`config.mk`:
```
export PLATFORM = sky130hd
export DESIGN_NAME = linia_op_flat
export DESIGN_NICKNAME = d
export VERILOG_FILES = /design/src/rtl/linia_op_if.sv /design/src/rtl/linia_op.sv /design/src/flat_wrapper.sv
export SDC_FILE = /design/constraint.sdc
export NUM_CORES = 1
export LEC_CHECK = 0
export ABC_AREA = 1
export BUFFER_PORTS_ARGS = -buffer_cell sky130_fd_sc_hd__buf_2
export CORE_UTILIZATION = 49
export DETAILED_ROUTE_END_ITERATION = 6
export PLACE_DENSITY = 0.75
export SLEW_MARGIN = 20
export SYNTH_ARGS = -nofsm -noshare
export SYNTH_HDL_FRONTEND = slang
export SYNTH_SLANG_ARGS = --single-unit
```
`constraint.sdc`:
```
create_clock -name clk -period 1.1 [get_ports clk]
set_input_delay 0.22 -clock clk [delete_from_list [all_inputs] [get_ports clk]]
set_output_delay 0.22 -clock clk [all_outputs]
set_load 0.05 [all_outputs]
```
`src/rtl/linia_op_if.sv`:
```
// Data bus for the linia_op delay line: input word in, delayed word and fill flag out.
interface linia_op_if #(
  parameter int WIDTH = 5
);
  logic [WIDTH-1:0] idata;
  logic [WIDTH-1:0] odata;
  logic             ovalid;

  modport master (output idata, input odata, input ovalid);
  modport slave  (input idata, output odata, output ovalid);
endinterface

```
`src/rtl/linia_op.sv`:
```
// Fixed-latency delay line: each word reappears DELAY clocks later, with a flag
// that goes high once every stage holds data sampled after reset.
module linia_op #(
  parameter int WIDTH = 5,
  parameter int DELAY = 4
) (
  input  logic       clk,
  input  logic       rst_n,
  linia_op_if.slave  bus
);

  if (DELAY == 0) begin : g_pass
    // Zero latency degenerates to wires; validity simply mirrors reset.
    assign bus.odata  = bus.idata;
    assign bus.ovalid = rst_n;
  end else begin : g_line
    localparam int CNT_W = ($clog2(DELAY + 1) < 1) ? 1 : $clog2(DELAY + 1);
    localparam logic [CNT_W-1:0] FULL = CNT_W'(DELAY);

    logic [CNT_W-1:0] fill_cnt;

    for (genvar i = 0; i < DELAY; i++) begin : g_stage
      logic [WIDTH-1:0] d;
      logic [WIDTH-1:0] q;

      if (i == 0) begin : g_head
        assign d = bus.idata;
      end else begin : g_tail
        assign d = g_stage[i-1].q;
      end

      always_ff @(posedge clk or negedge rst_n) begin
        if (!rst_n) begin
          q <= '0;
        end else begin
          q <= d;
        end
      end
    end

    // Saturates at DELAY: from then on the last stage always holds fresh data.
    always_ff @(posedge clk or negedge rst_n) begin
      if (!rst_n) begin
        fill_cnt <= '0;
      end else if (fill_cnt != FULL) begin
        fill_cnt <= fill_cnt + CNT_W'(1);
      end
    end

    assign bus.odata  = g_stage[DELAY-1].q;
    assign bus.ovalid = (fill_cnt == FULL);
  end

endmodule

```
`src/flat_wrapper.sv`:
```
// flat-port wrapper written by rule: the top's interface ports become plain ports
module linia_op_flat 
#(
  parameter int WIDTH = 5,
  parameter int DELAY = 4
)
  (clk, rst_n, bus_idata, bus_odata, bus_ovalid);
  linia_op_if #(.WIDTH(WIDTH)) bus_i ();
  input  logic clk;
  input  logic rst_n;
  input wire logic [$bits(bus_i.idata)-1:0] bus_idata;
  output wire logic [$bits(bus_i.odata)-1:0] bus_odata;
  output wire logic [$bits(bus_i.ovalid)-1:0] bus_ovalid;
  assign bus_i.idata = bus_idata;
  assign bus_odata = bus_i.odata;
  assign bus_ovalid = bus_i.ovalid;
  linia_op #(.WIDTH(WIDTH), .DELAY(DELAY)) u_core (.clk(clk), .rst_n(rst_n), .bus(bus_i));
endmodule
```
==> results of run 1 <==
## flip-flops by register name, indices dropped and copies added, names as in the netlist
| name | cells |
|---|---|
| u_core.g_line.fill_cnt | 3 |
| u_core.bus.odata | 5 |
| u_core.g_line.g_stage.q | 15 |
## placed cells by master, fill, tap and decap left out, drive strengths merged
master       Yosys  layout
dfrtp           23      23
buf              0      20
nand2            7       7
clkbuf           0       4
inv              5       4
nand3            3       3
ha               2       2
clkinvlp         0       1
dlygate4sd3      0       1
## cells in the mapped netlist
cell and number:
inv_1 5, ha_1 2, nand2_2 1, dfrtp_1 23
nand2_1 6, nand3_1 3
## cells by family (layout without fill, tap and decap cells)
logic type    count (synthesis)  after routing  synth area share, %
flops                        23             23                86.79
simple gates                 10             10                6.603
buf+inv                       5             30                2.830
fa+ha+maj                     2              2                3.773
## timing repair
| action | 4_1_cts | 5_1_grt |
|---|---|---|
| hold buffers | 1 | 0 |
| buffers inserted | 2 | 2 |
| setup endpoints to repair | 6 | 9 |
| gates resized for setup | 12 | 3 |
| pin swaps | 0 | 1 |
| endpoints found under the hold margin | 23 | 0 |
## cell type report
class                           count  area (µm²)  area share [%]
Clock buffer                        4       26.28           2.909
Timing Repair Buffer               21       175.2           19.39
Tap cell                           14       17.52           1.939
Multi-Input combinational cell     12       86.33           9.557
Inverter                            5       22.52           2.493
Sequential cell                    23       575.6           63.71
## per-layer routing
layer	share of wire, %	global-route usage [%]
met5	0	0
met4	2.4	10.34
met3	5.9	8.671
met2	51	25.00
met1	41	16.94
## critical path: stages, from the launching register on
cell and delay, ps:
dfrtp_1 380, inv_2 50, ha_4 160, nand2_4 60, clkinvlp_4 90, buf_8 150
## worst max-delay path by stage
stage / startpoint / depth (start not counted) / slack (ps) / endpoint
finish: u_core.g_line.fill_cnt[1]$_DFFE_PN0P_ / 5 / -310 / bus_ovalid
global route: u_core.g_line.fill_cnt[1]$_DFFE_PN0P_ / 5 / -370 / bus_ovalid
CTS: u_core.g_line.fill_cnt[1]$_DFFE_PN0P_ / 5 / -300 / bus_ovalid
detailed placement: u_core.g_line.fill_cnt[1]$_DFFE_PN0P_ / 5 / -80 / bus_ovalid
global placement: u_core.g_line.fill_cnt[1]$_DFFE_PN0P_ / 5 / -50 / bus_ovalid
floorplan: u_core.g_line.fill_cnt[1]$_DFFE_PN0P_ / 4 / 3 / bus_ovalid
## power by group
group	internal, mW	total [mW]	switching (mW)
Sequential	0.882	0.892	0.0107
Clock	0.141	0.349	0.208
Combinational	0.0275	0.0818	0.0543
## stage by stage
step / util (%) / setup TNS [ps] / instance area, µm²
detailed placement: 66.77 / -75.18 / 792.0
global route: 76.16 / -851.7 / 903.4
CTS: 73.95 / -309.1 / 877.1
global placement: 66.77 / -52.96 / 792.0
finish: 76.16 / -609.6 / 903.4
floorplan: - / 0 / 684.4
==> flow_summary.yaml, run 1 <==
placement:
  dpl.cell_count: 70
  place_ws_ps: -75.18
  gp_congestion: 0.5409
  io_buffers: 12
sta:
  drv_slew: 0
  timing.final.crit_period_ps: 1407
  rsz0062_at_grt: "yes"
  finalHoldViolations: 0
  worst_clock_skew_ps: 3.970
  fmax_mhz: 710.9
  fin_ws_ps: -306.7
  whs_ps: 23.53
  finalSetupViolCount: 4
  slew_headroom_pct: 68.16
  worst_pin_slew_ps: 477.6
  period_share_pct: 127.9
detailed_routing:
  finalWirelength_um: 868
  num_vias: 346
  drc: 0
  wire_per_inst_um: 10.99
  drt_first_pass_iters: 1
  drtIter0Drc: 0
  via_per_inst: 4.380
  final_antenna_net_count: 0
final_layout:
  nNetsFinal: 75
  drive_gt1_share_pct: 43.08
  syn2layout_area_growth_pct: 36.23
  n_antenna_cell: 0
  num-fill-cells: 69
  fin_cells: 79
hold_path:
  holdCritPathClass: "in2reg"
  min_from: "bus_idata[2]"
  holdPathStages: 1
  hold_end: "u_core.g_line.g_stage[0].q[2]$_DFF_PN0_"
floorplanning:
  fp.dieH_um: 38.79
  rows: 12
  start_util_pct: 55.91
  die_w_um: 38.79
  die_area_um2: 1504
  fp.coreArea_um2: 1186
  ios: 13
setup_path:
  worstPathArrival_ps: 1190
  reg2regPathDepth: 8
  worst_setup_path_end_kind: "primary output"
  reg2reg_to: "u_core.g_line.fill_cnt[1]$_DFFE_PN0P_"
  cp.required_ps: 880
  cp_max_fo: 2
  r2r_slack_ps: -130
  path_class: "reg2out"
  start_kind: "flip-flop"
  r2r-start: "u_core.g_line.fill_cnt[0]$_DFFE_PN0P_"
synth:
  ys_top_cells_by_area: "dfrtp_1 (87%), ha_1 (3.8%), nand2_1 (3.4%), inv_1 (2.8%), nand3_1 (2.3%)"
  ys_ff_latch: 23
  synthCells: 40
  synth.avg_cell_area_um2: 16.58
  syn-num-nets: 49
  yosysUniqueCellTypes: 6
  seq_area_frac_synth_pct: 86.79
  yosysWarnings: 0
  syn_area_um2: 663.1
  synth_area_leader_cell: "dfrtp_1"
  synth.top_cell.area_share_pct: 86.79
clock_network:
  cts_tree: "built"
  numCtsBuffers: 3
  root_buffer: "clkbuf_4"
  clockBufferDepth: 2
  clk_latency_ps: 290
  htreeDepth: 1
  cts.clk_slew.worst_paths_ps: 100
  clock_sinks: 23
status:
  status: "finished with violations"
  violations: "setup timing"
global_routing:
  grt_start_max_net_pins: 24
  grt.overflow.total: 0
  grt_pass1_vias: 321
  antenna_found_initial: 0
  grt_pass1_wl_um: 1400
  track_usage_pct: 16.19
power:
  ir_drop_uv: 1199
  power-per-cell-area_nw_per_um2: 1465
  p_leak_nw: 0.4579
  p_total_mw: 1.323
run:
  maxCapViolCount: 0
Power figures use the tool's default switching activity.
==> run 2, diff against run 1 <==
--- a/config.mk
+++ b/config.mk
@@ -7,9 +7,12 @@
 export LEC_CHECK = 0
 export ABC_AREA = 1
 export BUFFER_PORTS_ARGS = -buffer_cell sky130_fd_sc_hd__buf_2
+export CORE_MARGIN = 2
 export CORE_UTILIZATION = 49
 export DETAILED_ROUTE_END_ITERATION = 6
 export PLACE_DENSITY = 0.75
+export RECOVER_POWER = 50
+export SETUP_SLACK_MARGIN = 0.2
 export SLEW_MARGIN = 20
 export SYNTH_ARGS = -nofsm -noshare
 export SYNTH_HDL_FRONTEND = slang
==> flow_summary.yaml, run 2 (same netlist as run 1, synthesis figures left out) <==
floorplanning:
  fp.coreArea_um2: 1285
  rows: 13
  fp.dieH_um: 40.79
  die_w_um: 40.79
  ios: 13
  start_util_pct: 51.61
  die_area_um2: 1663
status:
  status: "finished with violations"
  violations: "setup timing"
setup_path:
  cp_max_fo: 2
  worstPathArrival_ps: 1180
  path_class: "reg2out"
  worst_setup_path_end_kind: "primary output"
  max_stage_delay_ps: 380
  slowest_stage: "dfrtp_1"
  path_cells: "inv_2, ha_4, nand2_4, clkinvlp_4, buf_8"
  start_kind: "flip-flop"
  cp.required_ps: 880
sta:
  period_share_pct: 127.1
  worst_clock_skew_ps: 0.8584
  fin_ws_ps: -297.9
  timing.final.crit_period_ps: 1398
  slew_headroom_pct: 64.99
  drv_slew: 0
  finalHoldViolations: 0
  rsz0062_at_grt: "yes"
  worst_pin_slew_ps: 525.2
  fmax_mhz: 715.3
  finalSetupViolCount: 4
global_routing:
  grt.overflow.total: 0
  grt_pass1_wl_um: 1338
  track_usage_pct: 13.26
  grt_start_max_net_pins: 24
  grt_pass1_vias: 328
  antenna_found_initial: 0
power:
  intPower_mw: 1.049
  ir_drop_uv: 976.8
  swShare_pct: 21.22
  switching_power_uw: 282.6
  seq_power_share_pct: 67.0
  p_leak_nw: 0.4625
  power-per-cell-area_nw_per_um2: 1442
  p_total_mw: 1.331
  clockPowerShare_pct: 26.5
  p_comb_share_pct: 6.5
placement:
  dpl.cell_count: 71
  gp_congestion: 0.7790
  io_buffers: 12
  dp_hpwl_um: 496.6
  place_ws_ps: -62.85
  placed_area_um2: 793.3
detailed_routing:
  finalWirelength_um: 751
  num_vias: 341
  wire_per_inst_um: 9.272
  drtIter0Drc: 8
  drc: 0
  final_antenna_net_count: 0
  drt_first_pass_iters: 2
  via_per_inst: 4.210
run:
  maxCapViolCount: 0
clock_network:
  cts_tree: "built"
  root_buffer: "clkbuf_4"
  htreeDepth: 1
  clk_latency_ps: 290
  clockBufferDepth: 2
  numCtsBuffers: 3
  clock_sinks: 23
  cts.clk_slew.worst_paths_ps: 110
final_layout:
  design_area_um2: 923.4
  num-fill-cells: 78
  drive_gt1_share_pct: 43.94
  largest_register_ffs: 15
  top_register: "u_core.g_line.g_stage.q"
  regArea_um2: 575.6
  n_antenna_cell: 0
  syn2layout_area_growth_pct: 39.25
  fin_cells: 81
  layout_commonest_cell: "dfrtp_1"
  multi_input_area_um2: 91.34
  final_cell_mix: "dfrtp_1 (23), nand2_1 (6), buf_6 (6), buf_4 (6), buf_2 (5)"
  nNetsFinal: 76
hold_path:
  holdCritPathClass: "in2reg"
[run 2: worst max-delay path: cells and delay by family (launching register included)]
family | cells | cell delay [ps]
DFF | 1 | 380
buffers and inverters | 3 | 280
adders and majority gates | 1 | 160
and+or+nand+nor | 1 | 60
[run 2: per-stage QoR]
stage,utilization [%],TNS (ps),hold slack [ps]
after detailed placement,61.73,-62.85,200.3
after global routing,71.86,-874.3,5.295
after global placement,61.73,-39.55,191.1
after floorplan,-,0,-75.59
final,71.86,-582.8,24.16
after CTS,69.04,-350.9,11.82
[run 2: path summary, 6_finish.rpt]
check / slack (ps) / depth (start not counted) / start / endpoint
worst min register to register: 360 / 0 / u_core.g_line.g_stage[1].q[4]$_DFF_PN0_ / u_core.g_line.g_stage[2].q[4]$_DFF_PN0_
max in group asynchronous: 330 / 2 / rst_n / u_core.g_line.g_stage[2].q[1]$_DFF_PN0_
min in group asynchronous: 420 / 2 / rst_n / u_core.g_line.g_stage[2].q[3]$_DFF_PN0_
worst max register to register: -130 / 8 / u_core.g_line.fill_cnt[1]$_DFFE_PN0P_ / u_core.g_line.fill_cnt[0]$_DFFE_PN0P_
worst max-delay path: -300 / 5 / u_core.g_line.fill_cnt[1]$_DFFE_PN0P_ / bus_ovalid
worst min-delay path: 20 / 1 / bus_idata[3] / u_core.g_line.g_stage[0].q[3]$_DFF_PN0_
[run 2: timing repair]
action / 4_1_cts / 5_1_grt
buffers inserted: 2 / 1
pin swaps: 1 / 1
endpoints found under the setup margin: 9 / 9
gates resized for setup: 13 / 2
endpoints found under the hold margin: 23 / 2
hold buffers: 1 / 2
cloned: 0 / 0
[run 2: per-layer routing]
metal  part of all wire (%)  track usage (%)
met1                     48            16.79
met2                     45            18.36
met3                    5.6            4.891
met4                    1.1            10.00
met5                      0                0
[run 2: power groups by stage]
stage               combinational (mW)  clock [mW]  sequential [mW]
global placement                0.0678           0            0.905
CTS                             0.0830       0.372            0.893
global route                    0.0932       0.400            0.897
finish                          0.0872       0.353            0.892
detailed placement              0.0690           0            0.907
floorplan                 0.0000000644           0            0.940
[run 2: cell type report]
cell class                      instances  area share [%]
Clock inverter                          1          0.5420
Multi-Input combinational cell         12           9.892
Inverter                                5           2.439
Clock buffer                            3           2.439
Timing Repair Buffer                   22           20.33
Tap cell                               15           2.033
Sequential cell                        23           62.33
